`src/rtl/col_hist_buffer.sv`:
```
// col_hist_buffer: block-averages samples into clamped column heights, scrolls history, commits tear-free at frame start
module col_hist_buffer #(
  parameter int N_COLS   = 20,
  parameter int SCREEN_H = 480,
  parameter int IN_W     = 12,
  parameter int AVG_LOG2 = 2,
  parameter int SCALE_SH = 4,
  localparam int NB      = $clog2(N_COLS + 1)
) (
  input  logic                clk,
  input  logic                rst,
  input  logic [IN_W-1:0]     s_data,
  input  logic                s_valid,
  output logic                s_ready,
  input  logic                frame_start,
  input  logic                freeze,
  output logic [8*N_COLS-1:0] col_hs,
  output logic [NB-1:0]       n_valid,
  output logic                upd
);
  localparam int H_MAX = SCREEN_H / 2 - 1;
  localparam int AW = IN_W + AVG_LOG2;
  localparam int CW = AVG_LOG2 > 0 ? AVG_LOG2 : 1;
  localparam logic ACCUM = 1'b0;
  localparam logic PUSH  = 1'b1;
  logic                state_q, state_d;
  logic [AW-1:0]       acc_q, acc_d;
  logic [CW-1:0]       cnt_q, cnt_d;
  logic [8*N_COLS-1:0] sh_q, sh_d, col_q, col_d;
  logic [NB-1:0]       shc_q, shc_d, nv_q, nv_d;
  logic                dirty_q, dirty_d, upd_q, upd_d;
  logic                xfer, last, push, commit;
  logic [AW-1:0]       avg, h;
  logic [7:0]          h8;
  assign s_ready = (state_q == ACCUM) & ~freeze & ~rst;
  assign xfer    = s_valid & s_ready;
  assign last    = cnt_q == CW'((1 << AVG_LOG2) - 1);
  assign push    = state_q == PUSH;
  assign commit  = frame_start & dirty_q;
  assign avg     = acc_q >> AVG_LOG2;
  assign h       = avg >> SCALE_SH;
  // clamp at full width so large averages cannot wrap into small heights
  assign h8      = (h > AW'(H_MAX)) ? 8'(H_MAX) : h[7:0];
  assign col_hs  = col_q;
  assign n_valid = nv_q;
  assign upd     = upd_q;
  always_comb begin
    state_d = push ? ACCUM : (xfer & last) ? PUSH : state_q;
    acc_d   = push ? '0 : xfer ? acc_q + AW'(s_data) : acc_q;
    cnt_d   = xfer ? (last ? '0 : cnt_q + CW'(1)) : cnt_q;
    sh_d    = push ? {h8, sh_q[8*N_COLS-1:8]} : sh_q;
    shc_d   = (push && shc_q != NB'(N_COLS)) ? shc_q + NB'(1) : shc_q;
    dirty_d = push | (dirty_q & ~frame_start);
    col_d   = commit ? sh_q : col_q;
    nv_d    = commit ? shc_q : nv_q;
    upd_d   = commit;
  end
  always_ff @(posedge clk or posedge rst) begin
    if (rst) begin
      state_q <= ACCUM;
      acc_q   <= '0;
      cnt_q   <= '0;
      sh_q    <= '0;
      shc_q   <= '0;
      dirty_q <= 1'b0;
      col_q   <= '0;
      nv_q    <= '0;
      upd_q   <= 1'b0;
    end else begin
      state_q <= state_d;
      acc_q   <= acc_d;
      cnt_q   <= cnt_d;
      sh_q    <= sh_d;
      shc_q   <= shc_d;
      dirty_q <= dirty_d;
      col_q   <= col_d;
      nv_q    <= nv_d;
      upd_q   <= upd_d;
    end
  end
endmodule

```
`config.mk`:
```
export PLATFORM = sky130hd
export DESIGN_NAME = col_hist_buffer
export DESIGN_NICKNAME = d
export VERILOG_FILES = /design/src/rtl/col_hist_buffer.sv
export SDC_FILE = /design/constraint.sdc
export NUM_CORES = 1
export LEC_CHECK = 0
export BUFFER_PORTS_ARGS = -buffer_cell sky130_fd_sc_hd__buf_2
export CAP_MARGIN = 20
export CORE_MARGIN = 5
export CORE_UTILIZATION = 30
export DETAILED_ROUTE_END_ITERATION = 10
export GPL_TIMING_DRIVEN = 0
export SLEW_MARGIN = 20
export SYNTH_ARGS = -nofsm -noshare
export SYNTH_HDL_FRONTEND = slang
export SYNTH_SLANG_ARGS = --single-unit
```
`constraint.sdc`:
```
create_clock -name clk -period 9.8 [get_ports clk]
set_input_delay 0.49 -clock clk [delete_from_list [all_inputs] [get_ports clk]]
set_output_delay 0.49 -clock clk [all_outputs]
set_load 0.02 [all_outputs]
```
-- Yosys cells after proc, flatten, opt, wreduce, memory -nomap -nowiden
Cells that the tools add are included.
- register bits: 349
- bits in latches: 0
- memory bits (writable): 0
- bits in read-only memories: 0
- input port bits: 17
- output and inout port bits: 167
- logic and storage cells: 34
- memories kept: 0
- add/subtract/negate cells: 3
- multiply operators: 0
- div/mod/pow operators: 0
- magnitude comparators: 1
- equality and inequality tests: 2
- shift-type cells: 0
- mux-type cells: 6
- bitwise logic cells: 11
- reduce and logical (&&, ||, !) cells: 2
- operators by type and width (operator ; count):
    2-to-1 mux 14 bit ; 2
    adder 14 x 12 -> 14 bit ; 1
    > comparator 8 bit, second input constant ; 1
    2-to-1 mux 8 bit ; 1
    AND 1 bit ; 6
    adder 5 x 1 -> 5 bit, second input constant ; 1
    != test 5 bit, second input constant ; 1
    inverter 1 bit ; 4
    adder 2 x 1 -> 2 bit, second input constant ; 1
    equality test 2 bit, second input constant ; 1
    2-to-1 mux 1 bit ; 2
    2-to-1 mux 2 bit ; 1
    nonzero test 2 bit ; 1
    logical AND 1 bit ; 1
    bitwise OR 1 bit ; 1

-- Depth between registers and ports, before layout
- word-level depth: 7
- mapped depth: 9
- mapped depth without buffers: 9

-- Worst setup path before layout
OpenSTA, ideal clock, no wires.
- kind: input-to-reg
- from: input port s_data[0]
- to: register acc_q[12]
- setup time: 79 ps
- arrival: 2012 ps
- required time: 9721 ps
- slack: 7709 ps
- stages: 9
- buffers on the path: 0
- cells stage by stage: ha_1 inv_1 fa_1 inv_1 a21o_1 a221o_2 nor3b_1 o21ai_0 mux2i_1
- cells in the longest elaborated chain, start to end: 3
- ends and longest elaborated chain (item ; RTL line ; RTL):
    start, declared ; 12 ; input logic [IN_W-1:0] s_data,
    adder 14 x 12 -> 14 bit ; 49 ; acc_d = push ? '0 : xfer ? acc_q + AW'(s_data) : acc_q;
    2-to-1 mux 14 bit (2 in series) ; 49 ;
    end signal, assigned ; 61 ; acc_q <= '0;
    end signal, assigned ; 71 ; acc_q <= acc_d;
    end, declared ; 27 ; logic [AW-1:0] acc_q, acc_d;
Every way passes these cells. The select of a mux whose other input is x is not followed.
A chain may end at the register's enable or synchronous reset.

-- Worst setup path in the final report
- from: register state_q, in the netlist push
- to: register sh_q[1]
- RTL lines (item ; RTL line ; RTL):
    start, declared ; 26 ; logic state_q, state_d;
    start signal, assigned ; 70 ; state_q <= state_d;
    end signal, assigned ; 63 ; sh_q <= '0;
    end signal, assigned ; 73 ; sh_q <= sh_d;
    end, declared ; 29 ; logic [8*N_COLS-1:0] sh_q, sh_d, col_q, col_d;
No word-level cell between the ends.

==> metrics.txt <==
hold_sp s_valid; Compound-Gate Fraction of Synth Area 2.23%; fraction of layout cells with a size suffix above 1 53.9%; fraction of registers with async set or reset after synthesis 100%; slack of the critical path around 7300 ps; most frequent cells in the layout dfrtp_1 (349), mux2_2 (317), buf_2 (205), clkbuf_16 (41), clkbuf_1 (25); post-synthesis mux area share 26.7%; latest clock arrival within the worst-skew pair 530 ps; Pwr Total 3.47 mW; # H-tree levels 2; P per Cell Area 208 nW/um^2; critical path class flop to flop; met2 WL 14.5 mm; Antenna Cells 0; Post-Route WL 30.9 mm; Post-synth EDFFs 0; WL met3 2.25 mm; port bufs 183; GR Util All Layers about an eighth; syn_area_per_cell 15.8 sq um; critical path endpoint category flop; worst vdd ir 0.127 mV; Fin. Hold Viols 0; Detail Route Antenna Nets 0; worst reg2reg endpoint sh_q[1]; Synth Area in XOR/XNOR 0.780%; global-route wire length before repair a little under 50 mm; synthesized-area fraction occupied by adder cells 1.54%; # Post-CTS Setup Buffers 0; Req. time, crit path 10210 ps; crit path launch type flop; Final Cycle Share 25.4%; clk sinks about 350; clk buf depth 3; post-route cell area roughly 17000 sq um; reg2reg start push; YS warnings 0; Post-Syn Instances 852; Vias/cell roughly 4.5; worst slack at placement 7210 ps; Post-Synth Simple-Gate Area under 10%; clock transition at the registers of the reported paths roughly 60 ps; WL met1 13.5 mm; post-synth cell types roughly 40; Site Rows between 70 and 80; Area Growth Syn to Fin 23.9%; Setup Viol. Count Final 0; hold slack about 260 ps; pin count of the biggest net entering global routing 36; Hold EP push; Post-synth top flop dfrtp_1; Reg2Reg Setup Slack 7310 ps; unrepaired setup endpoints after global routing no; Inst Count DP 1639; worst hold path class input pin to flop; Tightest Pin Transition 781 ps; Horiz. Die Dim 222 microns; critical path data arrival time 2910 ps; GRT overflow 0; Initial Utilization a little over 30%; DRT Pass-1 Iters 4; Mapped Area 13500 sq um; P_leak 8.86 nW; DP HPWL 22.8 mm; vias 7686; Layout Nets between 1000 and 1500; DRC viols 0; RePlAce Congestion between 0.7 and 0.8; Min-Delay Path Depth 2; CTS Root Buffer Type clkbuf_16; vias in the first global route 8268; initial antenna violation count 0; Worst Reg-to-Reg Cells 4; Core Footprint 44300 sq um; largest family of logic cells by synthesized area multiplexers; max_cap viols 0; Max Freq 401 MHz; syn nets 885; skew final 15.3 ps; 1st-iter DRT viols between 200 and 300; top sig layer met4; register area share after synthesis 64.9%; Max-slew headroom 47.9%; CTS Buf Count 40; Cell Count, Final, Fillers Out between 1500 and 2000; die footprint 49200 sq um; final core utilization 37.7%; most common cell after layout, fill and taps aside dfrtp_1; synthesized flop and latch total 349; CP max FO 10; fill count 4225; crit path time final 2490 ps; status finished, final reports clean; CTS tree built; Routed wire per std cell 18.1 microns; fin. max-slew vios 0; Die Y 222 microns; setup_tns 0 ps; Placed Area 15400 sq um; # IOs 184
==> state kept, by name (all words and copies together), names as in the netlist <==
signal / cells
shc_q: 5
n_valid: 5
upd: 1
dirty_q: 1
col_hs: 160
sh_q: 160
push: 1
cnt_q: 2
acc_q: 14
==> cells in the mapped netlist, types with 2 or more instances <==
library cell,number,area [sq um]
dfrtp_1,349,8730
mux2_2,317,3570
buf_2,22,110
nand2_1,19,71.3
clkbuf_1,18,67.6
o21ai_0,17,85.1
ha_1,15,188
inv_1,12,45.0
nand3b_1,10,75.1
xnor2_1,8,70.1
a21oi_1,7,35.0
nor2_1,5,18.8
a21o_1,4,30.0
nand3_1,4,20.0
nor3_1,4,20.0
o22a_1,4,35.0
xor2_1,4,35.0
nand4_1,3,18.8
o21a_1,3,22.5
and3_1,2,12.5
mux2i_1,2,20.0
nand2b_1,2,12.5
o211ai_1,2,15.0
or3_1,2,12.5
==> worst max-delay path by stage <==
stage                     cells after the start         end  from
after CTS                                     4     sh_q[1]  push
final                                         4     sh_q[1]  push
after floorplan                               1    acc_q[0]   rst
after global routing                          4     sh_q[0]  push
after global placement                        2  col_hs[37]   rst
after detailed placement                      4     sh_q[1]  push
==> layout make-up <==
type	instances	area [sq um]	area share, %
plain buffers	40	178	1.06
clock buffers	55	1150	6.88
clock inverters	17	153	0.915
well taps	592	741	4.44
inverters	13	52.6	0.315
repair buffers	196	1170	7.03
multi-input cells	450	4510	27.0
flip-flops and latches	349	8730	52.3
==> cell families after synthesis <==
kind of cell    after synthesis
buf+inv                      53
simple gates                 57
compound gates               46
fa+ha+maj                    16
flops                       349
mux                         319
xor+xnor                     12
==> report_power, final <==
group / internal (mW) / total, mW / leakage, nW / switching [mW]
logic: 0.181 / 0.404 / 3.39 / 0.223
registers: 1.53 / 1.60 / 4.83 / 0.0718
clock network: 0.874 / 1.46 / 0.636 / 0.585
total: 2.59 / 3.47 / 8.86 / 0.880
==> what timing repair did <==
| action | 4_1_cts | 5_1_grt |
|---|---|---|
| endpoints found under the hold margin | 7 | 0 |
| gates resized for setup | 0 | 0 |
| hold buffers | 1 | 0 |
==> metal layers <==
metal / track usage [%] / vias up
met2: 20.3 / 169
met5: 0 / -
met4: 3.16 / 0
li1: - / 3528
met1: 16.4 / 3938
met3: 4.54 / 51
==> worst max-delay path: stages, from the launching register on <==
cell      delay [ps]
dfrtp_1          320
clkbuf_1         470
clkbuf_1         540
clkbuf_1         640
mux2_2           410
No activity file was read; power rests on OpenSTA's default activity.
